File: src/rtl/draw_pkg.sv
// Shared types and widths for the per-frame draw scheduler.
// Holds the FSM state enum and the {x, y} coordinate pack/unpack helpers.
package draw_pkg;

  localparam int unsigned X_W      = 8;
  localparam int unsigned Y_W      = 7;
  localparam int unsigned COORD_W  = 15;
  localparam int unsigned COLOUR_W = 9;

  typedef enum logic [2:0] {
    IDLE,
    SEL,
    START,
    WAIT,
    FIN
  } state_e;

  typedef struct packed {
    logic [X_W-1:0] x;
    logic [Y_W-1:0] y;
  } coord_t;

  function automatic logic [COORD_W-1:0] coord_pack(input logic [X_W-1:0] x,
                                                    input logic [Y_W-1:0] y);
    return {x, y};
  endfunction

  function automatic coord_t coord_unpack(input logic [COORD_W-1:0] c);
    return coord_t'(c);
  endfunction

endpackage

File: src/rtl/draw_scheduler_if.sv
// Client handshake/pixel bus and VGA write port of the draw scheduler.
// master = scheduler side, slave = drawing clients plus VGA adapter.
interface draw_scheduler_if #(
  parameter int unsigned NUM_CLIENTS = 4
) ();

  logic [NUM_CLIENTS-1:0]                     client_start;
  logic [NUM_CLIENTS-1:0]                     client_done;
  logic [NUM_CLIENTS-1:0]                     client_wren;
  logic [NUM_CLIENTS*draw_pkg::COORD_W-1:0]   client_coord;
  logic [NUM_CLIENTS*draw_pkg::COLOUR_W-1:0]  client_colour;
  logic                                       vga_wren;
  logic [draw_pkg::COORD_W-1:0]               vga_coord;
  logic [draw_pkg::COLOUR_W-1:0]              vga_colour;

  modport master (
    output client_start, vga_wren, vga_coord, vga_colour,
    input  client_done, client_wren, client_coord, client_colour
  );

  modport slave (
    input  client_start, vga_wren, vga_coord, vga_colour,
    output client_done, client_wren, client_coord, client_colour
  );

endinterface

File: src/rtl/draw_first_set.sv
// Lowest-set-bit priority encoder: index of the lowest 1 in vec_i plus a valid flag.
module draw_first_set #(
  parameter int unsigned W  = 4,
  parameter int unsigned IW = (W > 1) ? $clog2(W) : 1
) (
  input  logic [W-1:0]  vec_i,
  output logic [IW-1:0] idx_o,
  output logic          valid_o
);

  // Scan from the top so the lowest set bit is written last and wins.
  always_comb begin
    idx_o   = '0;
    valid_o = |vec_i;
    for (int i = int'(W) - 1; i >= 0; i--) begin
      if (vec_i[i]) idx_o = IW'(i);
    end
  end

endmodule

File: src/rtl/draw_scheduler.sv
// Per-frame sequencer and VGA write arbiter for sprite drawing clients.
// Optional client watchdog enabled by defining DRAW_SCHED_WDOG_EN.
module draw_scheduler
  import draw_pkg::*;
#(
  parameter int unsigned NUM_CLIENTS = 4,
  parameter int unsigned WDOG_CYCLES = 20000
) (
  input  logic                   clk,
  input  logic                   resetn,
  input  logic                   frame_tick,
  input  logic                   enable,
  input  logic [NUM_CLIENTS-1:0] client_mask,
  draw_scheduler_if.master       bus,
  output logic                   busy,
  output logic                   frame_done,
  output logic                   overrun,
  output logic                   wdog_err
);

  localparam int unsigned IDX_W = (NUM_CLIENTS > 1) ? $clog2(NUM_CLIENTS) : 1;

  state_e                 state_q, state_d;
  logic [NUM_CLIENTS-1:0] pending_q, pending_d;
  logic [NUM_CLIENTS-1:0] start_q, start_d;
  logic [IDX_W-1:0]       cur_q, cur_d;
  logic                   busy_q, busy_d;
  logic                   frame_done_q, frame_done_d;
  logic                   overrun_q, overrun_d;
  logic                   wdog_err_q, wdog_err_d;
  logic                   vga_wren_q, vga_wren_d;
  logic [COORD_W-1:0]     vga_coord_q, vga_coord_d;
  logic [COLOUR_W-1:0]    vga_colour_q, vga_colour_d;

  logic [IDX_W-1:0]       first_idx_c;
  logic                   first_vld_c;
  logic                   timeout_c;

  draw_first_set #(.W(NUM_CLIENTS), .IW(IDX_W)) u_first_set (
    .vec_i   (pending_q),
    .idx_o   (first_idx_c),
    .valid_o (first_vld_c)
  );

`ifdef DRAW_SCHED_WDOG_EN
  localparam int unsigned WDOG_W = (WDOG_CYCLES > 2) ? $clog2(WDOG_CYCLES) : 1;
  logic [WDOG_W-1:0] wdog_cnt_q;

  // Restarts for every client; START always precedes WAIT.
  always_ff @(posedge clk or negedge resetn) begin
    if (!resetn)                wdog_cnt_q <= '0;
    else if (state_q == START)  wdog_cnt_q <= '0;
    else if (state_q == WAIT)   wdog_cnt_q <= wdog_cnt_q + WDOG_W'(1);
  end

  assign timeout_c = (state_q == WAIT) && (wdog_cnt_q == WDOG_W'(WDOG_CYCLES - 1));
`else
  logic unused_wdog_cycles;
  assign unused_wdog_cycles = ^WDOG_CYCLES;
  assign timeout_c          = 1'b0;
`endif

  always_ff @(posedge clk or negedge resetn) begin
    if (!resetn) begin
      state_q      <= IDLE;
      pending_q    <= '0;
      start_q      <= '0;
      cur_q        <= '0;
      busy_q       <= 1'b0;
      frame_done_q <= 1'b0;
      overrun_q    <= 1'b0;
      wdog_err_q   <= 1'b0;
      vga_wren_q   <= 1'b0;
      vga_coord_q  <= '0;
      vga_colour_q <= '0;
    end else begin
      state_q      <= state_d;
      pending_q    <= pending_d;
      start_q      <= start_d;
      cur_q        <= cur_d;
      busy_q       <= busy_d;
      frame_done_q <= frame_done_d;
      overrun_q    <= overrun_d;
      wdog_err_q   <= wdog_err_d;
      vga_wren_q   <= vga_wren_d;
      vga_coord_q  <= vga_coord_d;
      vga_colour_q <= vga_colour_d;
    end
  end

  // Pulse outputs are decoded from the next state so they line up with the state register.
  always_comb begin
    state_d      = state_q;
    pending_d    = pending_q;
    start_d      = '0;
    cur_d        = cur_q;
    frame_done_d = 1'b0;
    overrun_d    = overrun_q;
    wdog_err_d   = wdog_err_q;
    vga_wren_d   = 1'b0;
    vga_coord_d  = vga_coord_q;
    vga_colour_d = vga_colour_q;

    if (frame_tick && enable && (state_q != IDLE)) overrun_d = 1'b1;

    unique case (state_q)
      IDLE: begin
        if (frame_tick && enable) begin
          pending_d = client_mask;
          state_d   = SEL;
        end
      end
      SEL: begin
        if (!first_vld_c) begin
          frame_done_d = 1'b1;
          state_d      = FIN;
        end else begin
          cur_d                  = first_idx_c;
          pending_d[first_idx_c] = 1'b0;
          start_d[first_idx_c]   = 1'b1;
          state_d                = START;
        end
      end
      START: state_d = WAIT;
      WAIT: begin
        if (bus.client_wren[cur_q]) begin
          vga_wren_d   = 1'b1;
          vga_coord_d  = bus.client_coord[32'(cur_q) * COORD_W +: COORD_W];
          vga_colour_d = bus.client_colour[32'(cur_q) * COLOUR_W +: COLOUR_W];
        end
        if (bus.client_done[cur_q] || timeout_c) begin
          if (!bus.client_done[cur_q]) wdog_err_d = 1'b1;
          state_d = SEL;
        end
      end
      FIN:     state_d = IDLE;
      default: state_d = IDLE;
    endcase

    busy_d = (state_d != IDLE);
  end

  assign bus.client_start = start_q;
  assign bus.vga_wren     = vga_wren_q;
  assign bus.vga_coord    = vga_coord_q;
  assign bus.vga_colour   = vga_colour_q;
  assign busy             = busy_q;
  assign frame_done       = frame_done_q;
  assign overrun          = overrun_q;
  assign wdog_err         = wdog_err_q;

endmodule

File: src/flat_wrapper.sv
// flat-port wrapper written by rule: the top's interface ports become plain ports
module draw_scheduler_flat import draw_pkg::*;
#(
  parameter int unsigned NUM_CLIENTS = 4,
  parameter int unsigned WDOG_CYCLES = 20000
)
  (clk, resetn, frame_tick, enable, client_mask, busy, frame_done, overrun, wdog_err, bus_client_start, bus_vga_wren, bus_vga_coord, bus_vga_colour, bus_client_done, bus_client_wren, bus_client_coord, bus_client_colour);
  draw_scheduler_if #(.NUM_CLIENTS(NUM_CLIENTS)) bus_i ();
  input  logic clk;
  input  logic resetn;
  input  logic frame_tick;
  input  logic enable;
  input  logic [NUM_CLIENTS-1:0] client_mask;
  output logic busy;
  output logic frame_done;
  output logic overrun;
  output logic wdog_err;
  output wire logic [$bits(bus_i.client_start)-1:0] bus_client_start;
  output wire logic [$bits(bus_i.vga_wren)-1:0] bus_vga_wren;
  output wire logic [$bits(bus_i.vga_coord)-1:0] bus_vga_coord;
  output wire logic [$bits(bus_i.vga_colour)-1:0] bus_vga_colour;
  input wire logic [$bits(bus_i.client_done)-1:0] bus_client_done;
  input wire logic [$bits(bus_i.client_wren)-1:0] bus_client_wren;
  input wire logic [$bits(bus_i.client_coord)-1:0] bus_client_coord;
  input wire logic [$bits(bus_i.client_colour)-1:0] bus_client_colour;
  assign bus_client_start = bus_i.client_start;
  assign bus_vga_wren = bus_i.vga_wren;
  assign bus_vga_coord = bus_i.vga_coord;
  assign bus_vga_colour = bus_i.vga_colour;
  assign bus_i.client_done = bus_client_done;
  assign bus_i.client_wren = bus_client_wren;
  assign bus_i.client_coord = bus_client_coord;
  assign bus_i.client_colour = bus_client_colour;
  draw_scheduler #(.NUM_CLIENTS(NUM_CLIENTS), .WDOG_CYCLES(WDOG_CYCLES)) u_core (.clk(clk), .resetn(resetn), .frame_tick(frame_tick), .enable(enable), .client_mask(client_mask), .bus(bus_i), .busy(busy), .frame_done(frame_done), .overrun(overrun), .wdog_err(wdog_err));
endmodule
File: config.mk
export PLATFORM = sky130hd
export DESIGN_NAME = draw_scheduler_flat
export DESIGN_NICKNAME = d
export VERILOG_FILES = /design/src/rtl/draw_pkg.sv /design/src/rtl/draw_scheduler_if.sv /design/src/rtl/draw_first_set.sv /design/src/rtl/draw_scheduler.sv /design/src/flat_wrapper.sv
export SDC_FILE = /design/constraint.sdc
export NUM_CORES = 1
export LEC_CHECK = 0
export CORE_UTILIZATION = 25
export CTS_CLUSTER_DIAMETER = 50
export DETAILED_ROUTE_END_ITERATION = 10
export PLACE_DENSITY = 0.56
export SLEW_MARGIN = 20
export SYNTH_ARGS = -nofsm -noshare
export SYNTH_HDL_FRONTEND = slang
export SYNTH_SLANG_ARGS = --single-unit
File: constraint.sdc
create_clock -name clk -period 5 [get_ports clk]
set_input_delay 1 -clock clk [delete_from_list [all_inputs] [get_ports clk]]
set_output_delay 1 -clock clk [all_outputs]
set_load 0.01 [all_outputs]
# After elaboration in Yosys (flattened, before gate mapping)
# Cells that the tools add are included.
[totals]
reg_bits = 41
latchBits = 0
mem_bits_rw = 0
romBits = 0
elab_cells = 58
mem_count = 0
[classes]
n_addsub = 0
multipliers = 2
n_div = 0
order_cmp = 3
n_eq_ne = 5
shifts = 2
muxes = 23
n_bitwise = 2
n_reduce_logical = 11
[ops]
columns = ["op", "count"]
rows = [
  ["$shiftx A60 B7 Y15", 1],
  ["$shiftx A36 B7 Y9", 1],
  ["$mux W4", 4],
  ["$mul A2 B4 Y6 const B", 2],
  ["$pmux W3 S4", 1],
  ["$mux W3", 3],
  ["$mux W2", 4],
  ["$pmux W4 S2", 1],
  ["$mux W1", 7],
  ["$eq A3 B2 Y1 const B", 2],
  ["$lt A2 B3 Y1 const B", 2],
  ["$reduce_bool A3 Y1", 2],
  ["$and A4 B4 Y4", 1],
  ["$bmux W1 S2", 2],
  ["$ne A2 B1 Y1 const B", 2],
  ["$not A4 Y4", 1],
  ["$reduce_and A2 Y1", 2],
  ["$reduce_or A4 Y1", 1],
  ["$eq A3 B1 Y1 const B", 1],
  ["$logic_and A1 B1 Y1", 3],
  ["$logic_not A3 Y1", 1],
  ["$reduce_and A3 Y1", 1],
  ["$demux W1 S2", 1],
  ["$ge A2 B1 Y1 const B", 1],
  ["$reduce_bool A2 Y1", 1],
]

# Logic depth before layout (Yosys ltp)
# Gate-level depths: netlist (run 1).
[depth]
depth_word = 12
depth_mapped = 5
ltp_nobuf = 3

# Modules after synthesis
# From an unflattened synthesis (run 1), not the netlist that was laid out.
[hier_totals]
hier_cells = 155
area_unflattened_um2 = 2285.9
[by_module_without_submodules]
columns = ["module", "n_inst", "cells_per_inst", "area_each_um2"]
rows = [
  ["draw_scheduler", 1, 148, 2250.9],
  ["draw_first_set", 1, 7, 35.0],
]

# Worst setup path before layout (run 1)
# OpenSTA, ideal clock, no wires.
[synth_timing]
path_kind = "input to register"
start = "input port bus_client_wren[3]"
end = "register u_core.vga_colour_q[0] (netlist: u_core.bus.vga_colour[0])"
setup_time_ns = 0.125
arrival_time_ns = 2.099
required_time_ns = 4.875
slack_ns = 2.776
stages = 4
path_buffers = 1
path_cell_list = "mux4_2 -> nand4b_4 -> buf_8 -> mux2_4"
[synth_via]
elab_chain_cells = 3
[synth_rtl]
columns = ["element", "line_no", "source"]
rows = [
  ["start, declared", "flat_wrapper.sv:23", "input wire logic [$bits(bus_i.client_wren)-1:0] bus_client_wren;"],
  ["$bmux W1 S2", "draw_scheduler.sv:126", "if (bus.client_wren[cur_q]) begin"],
  ["$mux W1 (not written as such)", "draw_scheduler.sv:126", ""],
  ["$reduce_and A2 Y1 (no source line)", "--", ""],
  ["end signal, assigned", "draw_scheduler.sv:87", "vga_colour_q <= vga_colour_d;"],
  ["end, declared", "draw_scheduler.sv:33", "logic [COLOUR_W-1:0] vga_colour_q, vga_colour_d;"],
]
# No other way between the ends. The select of a mux whose other input is x is not followed.
# A chain may end at the register's enable or synchronous reset.

# Worst setup path after layout (run 1)
[layout_timing]
start = "input port bus_client_wren[0]"
end = "register u_core.vga_colour_q[6] (netlist: u_core.bus.vga_colour[6])"
# The elaborated chain is that of the path after synthesis.

==> results of run 1 <==
-- state kept, by name, indices dropped and copies added, names as in the netlist --
name / flops
u_core.cur_q: 2
u_core.overrun: 1
u_core.busy: 1
u_core.frame_done: 1
u_core.bus.vga_colour: 9
u_core.pending_q: 4
u_core.bus.vga_wren: 1
u_core.state_q: 3
u_core.bus.vga_coord: 15
u_core.bus.client_start: 4
-- cell usage after synthesis, types with 2 or more instances --
library cell / n / area share [%]
nand3_1: 2 / 0.43
nor2_1: 3 / 0.49
clkbuf_1: 3 / 0.49
o21a_1: 2 / 0.65
and2_1: 2 / 0.54
mux2_4: 19 / 12
nor3_1: 6 / 1.3
buf_2: 3 / 0.65
inv_1: 4 / 0.65
mux2_2: 5 / 2.4
mux4_2: 23 / 22
dfrtp_1: 41 / 44
o22a_1: 2 / 0.75
or3_1: 2 / 0.54
nand2_1: 2 / 0.32
o21ai_0: 2 / 0.43
mux4_1: 3 / 3.4
a21oi_1: 5 / 1.1
-- path summary, 6_finish.rpt --
kind,start,to,depth (start not counted)
max,bus_client_wren[0],u_core.bus.vga_colour[6],4
min,u_core.overrun,u_core.overrun,1
max reg2reg,u_core.cur_q[0],u_core.bus.vga_colour[6],3
min reg2reg,u_core.overrun,u_core.overrun,1
max in group asynchronous,resetn,u_core.cur_q[0],1
min in group asynchronous,resetn,u_core.bus.vga_colour[8],1
-- per-layer routing --
metal	vias up	share of wire (%)	wire, um	GRT usage (%)
met5	-	0	0	0
met4	0	0.49	29	3.10
met3	4	9.7	577	4.08
met2	92	50	2970	22.2
met1	906	40	2400	15.8
li1	853	-	-	-
-- cell families (layout without fill, tap and decap cells) --
logic type	count (synthesis)	after routing	share of synthesized area [%]
AND/OR/NAND/NOR	23	23	6.25
multiplexers	50	50	40.4
AO/OA/AOI/OAI	16	16	4.64
other	1	1	0.162
buffers and inverters	15	156	4.31
flip-flops	41	41	44.2
-- power by group through the flow --
| stage | clock (W) | combinational, W | sequential (W) |
|---|---|---|---|
| global route | 0.000264 | 0.00114 | 0.000697 |
| floorplan | 0 | 0.000694 | 0.000633 |
| global placement | 0 | 0.00107 | 0.000666 |
| detailed placement | 0 | 0.00108 | 0.000666 |
| CTS | 0.000249 | 0.00108 | 0.000662 |
| finish | 0.000236 | 0.00106 | 0.000656 |
-- metrics by stage --
| stage | cells | worst slack, ns | total power [W] | utilization, % | hold WS, ns |
|---|---|---|---|---|---|
| after floorplan | 146 | 2.78 | 0.00133 | - | 0.479 |
| final | 395 | 2.43 | 0.00195 | 44.2 | 0.471 |
| after global placement | 387 | 2.11 | 0.00174 | 43.0 | 0.451 |
| after global routing | 395 | 2.22 | 0.00210 | 44.2 | 0.499 |
| after detailed placement | 387 | 2.09 | 0.00175 | 43.0 | 0.454 |
| after CTS | 395 | 2.36 | 0.00199 | 44.2 | 0.474 |
-- area by class of cell --
type | instances | area [um^2] | area share, %
Multi-Input combinational cell | 90 | 1190 | 30.6
Tap cell | 108 | 135 | 3.46
Inverter | 4 | 15.0 | 0.384
Clock inverter | 1 | 5.00 | 0.128
Sequential cell | 41 | 1030 | 26.3
Timing Repair Buffer | 144 | 1430 | 36.7
Clock buffer | 7 | 96.3 | 2.47
-- worst reg2reg max path: cells and delay by family, from the launching register on --
kind / cells / cell delay, ns
AND/OR/NAND/NOR: 1 / 0.42
flip-flops: 1 / 0.96
multiplexers: 2 / 1.06
==> results.toml, run 1 <==
[routing]
vias = 1855
totalWireLength_mm = 5.98
first_pass_iters = 7
wl_per_cell_um = 15.1
drtIter0Drc = 44
ant_nets = 0
detail_route.vias_per_cell = 4.70
drc = 11

[sta]
finalHoldViolCount = 0
timing.final.max_slew_violations = 0
tightest_slew_ns = 0.919
fin_crit_sh_pct = 51.5
slew_headroom_pct = 38.7
fin_tns_setup_ns = 0
fin_skew_ns = 0.00745
min_period_ns = 2.57
finalSetupViolations = 0
grt_setup_unrepaired = "no"
fmax_mhz = 389

[synthesis]
synth_edf_count = 0
ys_types = 35
synth_seq_cells = 41
async_reset_ff_share_pct = 100
synth_ff_type = "dfrtp_1"
avgSynthCellArea_um2 = 15.9
netlist_instances = 146
synth_area_mm2 = 0.00232
ys_seq_area_share_pct = 44.2
yosys_warnings = 0
syn_nets = 258

[layout]
final_nets = 398
n_fill_cell = 839
final_common_cell = "clkdlybuf4s50_1"
area_growth_pct = 68.4
final_area_mm2 = 0.00391
diodes = 0
layout_common_cells = "clkdlybuf4s50_1 (142), dfrtp_1 (40), mux4_2 (23)"
drive_gt1_share_pct = 20.6

[grt]
overflow = 0
grt_pass1_wl_mm = 9.83
antenna_found_initial = 0
grt_pass1_vias = 1952
grt_max_degree = 42
grt_usage_pct = 12.9

[power]
peakVddDrop_uv = 214
combinationalPowerShare_pct = 54.4
p_seq_share_pct = 33.6
p_sw_share_pct = 32.4
pwr-share-clk_pct = 12.1
leakage_nw = 1.61
p_int_w = 0.00132
p_per_area_mw_per_mm2 = 500
switching_power_w = 0.000633

[setup_path]
cp-start-kind = "input pin"
crit_path_max_incr_delay_ns = 0.49
crit_chain = "clkdlybuf4s50_1 > mux4_2 > nand4b_4 > mux2_2"
worst_path_max_delay_cell = "mux4_2"
worstSetupPathType = "input pin to register"
r2r_slack_ns = 2.45
critPathBufInv = 1
path_delay_family = "multiplexers"
required_ns = 5.18
arrival_ns = 2.75
end_kind = "register"
path_max_fanout = 25

[clock_network]
cts.sink_count = 41
h-tree-depth = 2
hold_buffers = 0
clk_path_buf_depth = 2
cts_resized = 0
cts_made_buffers = 5
cts_tree = "built"
post_cts_buffers = 0
cts-root-buf = "clkbuf_8"
clk_pin_slew_ns = 0.08
clk_latency_ns = 0.29

[hold_path]
hold_path_class = "register to register"

[die]
core_area_mm2 = 0.00885
pin_count = 145
dieArea_mm2 = 0.00967
initial_core_util_pct = 26.2
rows = 34
die_w_um = 98.4
die_h_um = 98.4

[placement]
dpl-instance-area_mm2 = 0.00381
hpwl_mm = 4.50
place_congestion = 0.758
placement.io_buffers = 143

[run]
drv_cap = 0

[outcome]
violations = "DRC"
outcome = "complete, but fails checks"
Power figures use the tool's default switching activity.
==> run 2: changes to the inputs <==
--- a/config.mk
+++ b/config.mk
@@ -8,7 +8,7 @@
 export CORE_UTILIZATION = 25
 export CTS_CLUSTER_DIAMETER = 50
 export DETAILED_ROUTE_END_ITERATION = 10
-export PLACE_DENSITY = 0.56
+export PLACE_DENSITY = 0.58
 export SLEW_MARGIN = 20
 export SYNTH_ARGS = -nofsm -noshare
 export SYNTH_HDL_FRONTEND = slang
==> constraint.sdc (replaced) <==
create_clock -name clk -period 2.1 [get_ports clk]
set_input_delay 0.42 -clock clk [delete_from_list [all_inputs] [get_ports clk]]
set_output_delay 0.42 -clock clk [all_outputs]
set_load 0.01 [all_outputs]
==> results.toml, run 2 (synthesized netlist as in run 1, its figures left out) <==
[power]
p_total_w = 0.00476
peakVddDrop_uv = 342
pwr-share-clk_pct = 10.9
combinationalPowerShare_pct = 58.3
p_int_w = 0.00321
p_sw_share_pct = 32.4
switching_power_w = 0.00154
p_seq_share_pct = 30.8
leakage_nw = 1.65
p_per_area_mw_per_mm2 = 1190

[clock_network]
h-tree-depth = 2
cts_tree = "built"
cts_made_buffers = 5
cts.sink_count = 41
clk_latency_ns = 0.29
clk_path_buf_depth = 2
clk_pin_slew_ns = 0.08
cts_resized = 0
cts-root-buf = "clkbuf_8"
post_cts_buffers = 0
hold_buffers = 0

[sta]
tightest_slew_ns = 0.563
fin_skew_ns = 0.00877
fin_crit_sh_pct = 87.3
grt_setup_unrepaired = "no"
fmax_mhz = 545
finalSetupViolations = 0
slew_headroom_pct = 62.5
finalHoldViolCount = 0
min_period_ns = 1.83
timing.final.max_slew_violations = 0

[layout]
area_growth_pct = 71.5
diodes = 0
layout_common_cells = "clkdlybuf4s50_1 (142), dfrtp_1 (40), mux4_2 (23)"
stdcell_count = 403
final_nets = 406
final_common_cell = "clkdlybuf4s50_1"
drive_gt1_share_pct = 22.0
largest_reg_flops = 15

[setup_path]
required_ns = 2.27
worstSetupPathType = "register to register"
timing.rr.start = "u_core.cur_q[0]"
path_max_fanout = 17
timing.rr.end = "u_core.bus.vga_colour[6]"
end_kind = "register"
arrival_ns = 2.00
r2r_cells = 4
cp-start-kind = "register"
r2r_slack_ns = 0.27

[routing]
drc = 10
vias = 1869
detail_route.vias_per_cell = 4.64
drtIter0Drc = 34
wl_per_cell_um = 15.5
first_pass_iters = 7
totalWireLength_mm = 6.24
ant_nets = 0

[die]
initial_core_util_pct = 26.2
die_w_um = 98.4
die_h_um = 98.4
dieArea_mm2 = 0.00967
core_area_mm2 = 0.00885
pin_count = 145
rows = 34

[placement]
hpwl_mm = 5.09
place_congestion = 0.713
dp_cells = 395
placement.io_buffers = 143

[grt]
grt_max_degree = 24
grt_pass1_vias = 2047
overflow = 0
grt_pass1_wl_mm = 10.2
grt_usage_pct = 13.4
antenna_found_initial = 0

[run]
drv_cap = 0

[hold_path]
hold_path_class = "input pin to asynchronous set/reset pin"

[outcome]
violations = "DRC"
outcome = "complete, but fails checks"
==> run 2: per-stage QoR <==
stage | setup slack [ns] | TNS, ns | util (%) | hold slack (ns) | cell area [um^2]
6_report | 0.266 | 0 | 45.0 | 0.126 | 3980
5_1_grt | 0.181 | 0 | 45.0 | 0.152 | 3980
4_1_cts | 0.234 | 0 | 45.0 | 0.132 | 3980
3_5_place_dp | -0.0385 | -0.374 | 44.0 | 0.449 | 3890
3_3_place_gp | 0.0147 | 0 | 44.0 | 0.434 | 3890
2_1_floorplan | 0.373 | 0 | - | 0.124 | 2320
==> run 2: routing by layer <==
metal	global-route usage, %	vias to the layer above	wire length (um)	part of all wire [%]
met5	0	-	0	0
met4	2.07	0	0	0
met3	4.94	0	639	10
met2	23.3	81	3240	52
met1	16.0	920	2370	38
li1	-	868	-	-
==> run 2: layout make-up <==
| type | count | area (um^2) |
|---|---|---|
| fill | 813 | 4870 |
| multi-input combinational | 90 | 1190 |
| clock buffer | 8 | 90.1 |
| timing repair buffer | 152 | 1520 |
| sequential | 41 | 1030 |
| tap | 108 | 135 |
| inverter | 4 | 15.0 |
==> run 2: how the worst max path moves through the flow <==
| stage | cells past startpoint | end | from | slack, ns |
|---|---|---|---|---|
| floorplan | 5 | u_core.bus.vga_colour[0] | u_core.cur_q[0] | 0.37 |
| global placement | 5 | u_core.bus.vga_coord[2] | bus_client_wren[2] | 0.01 |
| detailed placement | 5 | u_core.bus.vga_colour[7] | bus_client_wren[2] | -0.04 |
| CTS | 4 | u_core.bus.vga_colour[7] | u_core.cur_q[0] | 0.23 |
| global route | 4 | u_core.bus.vga_colour[5] | u_core.cur_q[0] | 0.18 |
| finish | 4 | u_core.bus.vga_colour[6] | u_core.cur_q[0] | 0.27 |
==> run 2: worst max-delay path, stage by stage, from the launching register on <==
cell	delay, ns
dfrtp_2	0.49
mux4_2	0.57
nand4b_4	0.12
buf_12	0.18
mux2_2	0.35
==> run 2: power by group through the flow <==
stage | Combinational (W) | Clock [W] | Sequential [W]
2_1_floorplan | 0.00165 | 0 | 0.00151
3_3_place_gp | 0.00280 | 0 | 0.00147
3_5_place_dp | 0.00283 | 0 | 0.00147
4_1_cts | 0.00284 | 0.000553 | 0.00147
5_1_grt | 0.00298 | 0.000588 | 0.00152
6_report | 0.00278 | 0.000518 | 0.00146
==> variant 1, RTL diff (flow settings as in run 1) <==
Build with the macro `DRAW_SCHED_WDOG_EN` defined.
--- a/src/rtl/draw_scheduler.sv
+++ b/src/rtl/draw_scheduler.sv
@@ -1,5 +1,7 @@
 // Per-frame sequencer and VGA write arbiter for sprite drawing clients.
 // Optional client watchdog enabled by defining DRAW_SCHED_WDOG_EN.
+`define DRAW_SCHED_WDOG_EN
+
 module draw_scheduler
   import draw_pkg::*;
 #(
Formal check against the unedited RTL: no difference found for any inputs over 10 cycles, from zero or initial values and one cycle with resetn low; that may be too few to reach the edited logic, so the function may still have changed.
==> variant 1 against run 1 <==
  * Die area increased by 32%
  * Routed wire length up 31%
  * Fmax decreased by 0.74%
  * Area after synthesis up 33%
  * Sequential cell count increased by 16
  * Setup slack lost 0.019 ns
  * Register-to-register slack got worse by 0.04 ns
  * Cell area is 26% higher
  * Total power rose by 25%
  * Synthesized cell count increased by 62%
  * Critical path type is now register to register
==> variant 1: results (changes against run 1) <==
post-synth net total 349 (+35%); Seq/Total Area, Yosys 46.2% (+2.0 points); Sequential Power 0.826 mW (+26%); max incr delay on CP 0.95 ns (+0.46 ns); CTS buffer count 9 (+4); count of non-CTS inverters in the layout 7 (+3); hpwl dp 5750 um (+28%); first-pass GRT wire length 12,900 um (+32%); status completed; Setup CP Type register to register; reg2reg end u_core.bus.vga_coord[3]; VDD IR max 0.250 mV (+17%); met1 Use GR 16.2% (+0.35 points); Distinct cells, synth 45 (+29%); Final Wtd Congestion 0.753 (-0.57%); WL per Instance 14.8 um (-2.3%); DR vias 2,482 (+34%); r2r setup slk 2.41 ns (-0.04 ns); multi-input gates 158 (+76%); Clk pwr share 23.1% (+11 points); Int Pwr 1.65 mW (+25%); Synth area leaders dfrtp_1, mux4_2, mux2_2; H-tree levels 3 (+1); pwr/cell area 498 mW/mm^2 (-0.42%); wl on met1 3400 um (+41%); bufs w/o clock 146 (+1.4%); root buf cell clkbuf_16; Area Growth Syn to Fin 59.2%; share of layout cells above drive strength 1 18.8% (-1.8 points); Port Buffers 144 (+0.70%); min Tclk post-route 2.59 ns (+0.0191 ns); met2 usage 21.8% (-0.32 points); Post-Route WL 7850 um (+31%); number of global-route vias before repair 2,641 (+35%); Synth Register Bits 57 (+39%); Sequential Area 0.00143 mm^2 (+39%); syn avg cell area 13.1 um^2 (-18%); clk_skew 0.00598 ns (-0.00148 ns); GR Layer Usage met3 4.12% (+0.044 points); pre-CTS setup slack 2.09 ns (+0.00276 ns); non-clock buffer share of cell area 29.6% (-7.1 points); largest net degree at the start of global routing 58 (+38%); fraction of area in multi-input gates 31.3% (+0.76 points); dpl cells 515 (+33%); Layout fillers 1,184 (+41%); WHS Path Cells 2 (+1); Post-DP Area 0.00463 mm^2 (+22%); final hold slack 0.483 ns (+0.0128 ns); clock-pin slew of the registers on the worst-case setup and hold paths 0.05 ns (-0.03 ns); hold_sp u_core.wdog_err; Leak Pwr 2.00 nW (+24%)
-- variant 1: cell count changes after synthesis, sizes merged, moves of 3 or more --
| cell | change |
|---|---|
| nand2 | +13 |
| dfrtp | +16 |
| nand3 | +4 |
| inv | +3 |
| xnor2 | +7 |
| nor4 | +5 |
| clkbuf | +4 |
| nor2 | +17 |
| o21ai | +5 |
-- variant 1: cells by family (layout without fill, tap and decap cells) --
kind of cell | after synthesis | in the layout | share of synthesized area, %
AND/OR/NAND/NOR | 72 | 72 | 13.0
flip-flops | 57 | 57 | 46.2
multiplexers | 53 | 53 | 29.1
AO/OA/AOI/OAI | 24 | 24 | 5.11
buffers and inverters | 21 | 169 | 3.85
XOR/XNOR | 8 | 8 | 2.27
adder cells (fa/ha/maj) | 1 | 1 | 0.406
-- variant 1: tightest hold or removal path, delay by kind of cell (launching register included) --
family / cells / cell delay (ns)
DFF: 1 / 0.35
AOI/OAI and AO/OA: 1 / 0.05
buffers and inverters: 1 / 0.04
==> variant 2, RTL diff (settings of run 1) <==
Without the edit above. Remove the register `busy_q`: a continuous assignment takes its place, so the output `busy` follows one clock earlier.
--- a/src/rtl/draw_scheduler.sv
+++ b/src/rtl/draw_scheduler.sv
@@ -66,7 +66,6 @@
       pending_q    <= '0;
       start_q      <= '0;
       cur_q        <= '0;
-      busy_q       <= 1'b0;
       frame_done_q <= 1'b0;
       overrun_q    <= 1'b0;
       wdog_err_q   <= 1'b0;
@@ -78,7 +77,6 @@
       pending_q    <= pending_d;
       start_q      <= start_d;
       cur_q        <= cur_d;
-      busy_q       <= busy_d;
       frame_done_q <= frame_done_d;
       overrun_q    <= overrun_d;
       wdog_err_q   <= wdog_err_d;
@@ -87,6 +85,8 @@
       vga_colour_q <= vga_colour_d;
     end
   end
+
+  assign busy_q = busy_d;
 
   // Pulse outputs are decoded from the next state so they line up with the state register.
   always_comb begin
Check against the original RTL: not equivalent (a bounded check fails within 4 cycles, from zero or initial values and one cycle with resetn low).
==> variant 2 against run 1 <==
  * The flow still finishes with violations (design-rule violations)
  * Area after synthesis down 1.1%
  * Cell area down 0.29%
  * Setup slack worse by 0.74 ns
  * Count of clock-buffer cells in the layout down 2
  * Sequential cell count down 1
  * Routed wire length up 4.1%
  * Total power up 1.5%
  * Fmax down 22%
  * Largest power group unchanged
==> variant 2: results (changes against run 1) <==
via-per-instance ratio 4.76 (+1.3%); CTS buffer count 5 (unchanged); max reg flops 15 (unchanged); Distinct cells, synth 35 (unchanged); first-pass GRT wire length 9940 um (+1.1%); Post-Route WL 6220 um (+4.1%); critical path's top delay family buffers and inverters; post-synthesis cell area 0.00230 mm^2 (-1.1%); CP max FO 4 (-84%); commonest cells in the netlist dfrtp_1, mux4_2, mux2_4; fin cells 394 (-0.25%); root buf cell clkbuf_8; failing checks design-rule violations; post-synth net total 257 (-0.39%); Leak Pwr 1.60 nW (-0.61%); largest net degree at the start of global routing 41 (-2.4%); Setup CP Type input pin to output port; final net count 397 (-0.25%); max incr delay on CP 0.56 ns (+0.07 ns); number of global-route vias before repair 1,944 (-0.41%); Worst Hold Class register to register; Port Buffers 143 (unchanged); synthesized instance count 145 (-0.68%); sw power 0.644 mW (+1.6%); met1 Use GR 16.9% (+1.0 points); Final Wtd Congestion 0.772 (+1.9%); ys async rst share 100% (unchanged); Synth area leaders dfrtp_1, mux4_2, mux2_4; H-tree levels 2 (unchanged); Yosys warning total 0 (unchanged); clk_skew 0.00733 ns (-0.000126 ns); CP max stage cell clkdlybuf4s50_1; Seq/Total Area, Yosys 43.6% (-0.61 points); GRT Max-Usage Layer met2; status complete, but fails checks; Global Route Usage Sum 13.1% (+0.21 points); 1st-iter DRT viols 70 (+59%); met2 usage 22.0% (-0.16 points); first drt pass iteration count 7 (unchanged); clock-pin slew of the registers on the worst-case setup and hold paths 0.09 ns; Worst slew margin 38.2% (-0.46 points); n_diodes 0 (unchanged); most common cell in the synthesized netlist dfrtp_1; hpwl dp 4640 um (+3.2%); initial antenna violation count 0 (unchanged); VDD IR max 0.240 mV (+12%); share of layout cells above drive strength 1 20.6% (+0.072 points); CTS max path bufs 2 (unchanged); DRC 24 (+13); r2r setup slk 2.44 ns; number of setup buffers added after CTS 0 (unchanged); post-CTS resize count 0 (unchanged); GR Layer Usage met3 3.94% (-0.14 points); Data arrival, critical path 2.31 ns (-0.44 ns); worst skew pair latency 0.29 ns (about the same)
variant 2: cell count changes in the layout (fill, tap and decap cells not counted):
cell / delta
bufinv_16: +1
clkbuf_8: -2
clkinv_2: -1
clkinvlp_4: +1
dfrtp_1: -1
inv_6: +1
variant 2: power by group through the flow:
stage / combinational, mW / sequential, mW / clock, mW
6_report: 1.07 / 0.643 / 0.273
5_1_grt: 1.14 / 0.681 / 0.300
4_1_cts: 1.09 / 0.650 / 0.289
3_5_place_dp: 1.08 / 0.656 / 0
3_3_place_gp: 1.08 / 0.650 / 0
2_1_floorplan: 0.697 / 0.619 / 0
variant 2: worst reg2reg max path: stages, from the launching register on:
cell,delay [ns]
dfrtp_2,0.97
mux4_2,0.63
nand4b_4,0.44
mux2_2,0.40
variant 2: path summary, 6_finish.rpt:
kind	startpoint	end	cells after the start
setup / recovery	frame_tick	busy	4
hold / removal	u_core.overrun	u_core.overrun	1
hold reg to reg	u_core.overrun	u_core.overrun	1
setup reg to reg	u_core.cur_q[0]	u_core.bus.vga_colour[7]	3
max in group asynchronous	resetn	u_core.cur_q[0]	1
min in group asynchronous	resetn	u_core.bus.vga_coord[11]	1
variant 2: through the flow:
step | util (%) | hold slack [ns] | power (mW) | area [um^2] | worst slack [ns]
finish | 44.2 | 0.468 | 1.98 | 3900 | 1.69
global route | 44.2 | 0.501 | 2.12 | 3900 | 1.58
CTS | 44.2 | 0.473 | 2.02 | 3900 | 1.68
detailed placement | 42.9 | 0.447 | 1.74 | 3780 | 1.69
global placement | 42.9 | 0.446 | 1.73 | 3780 | 1.70
floorplan | - | 0.479 | 1.32 | 2300 | 2.66
variant 2: layout make-up:
cell class / instances / area, um^2
fillers: 826 / 4910
flip-flops and latches: 40 / 1000
repair buffers: 144 / 1430
multi-input cells: 90 / 1190
clock buffers: 5 / 68.8
clock inverters: 3 / 46.3
well taps: 108 / 135
inverters: 4 / 15.0
variant 2: logic make-up after synthesis:
kind of cell,synth area share (%)
flip-flops,43.6
buffers and inverters,4.36
AND/OR/NAND/NOR,6.32
other,0.163
multiplexers,40.9
AO/OA/AOI/OAI,4.69
variant 2: metal layers:
metal / routed length (um) / share of wire [%]
met5: 0 / 0
met4: 41 / 0.66
met3: 610 / 9.8
met2: 3060 / 49
met1: 2510 / 40
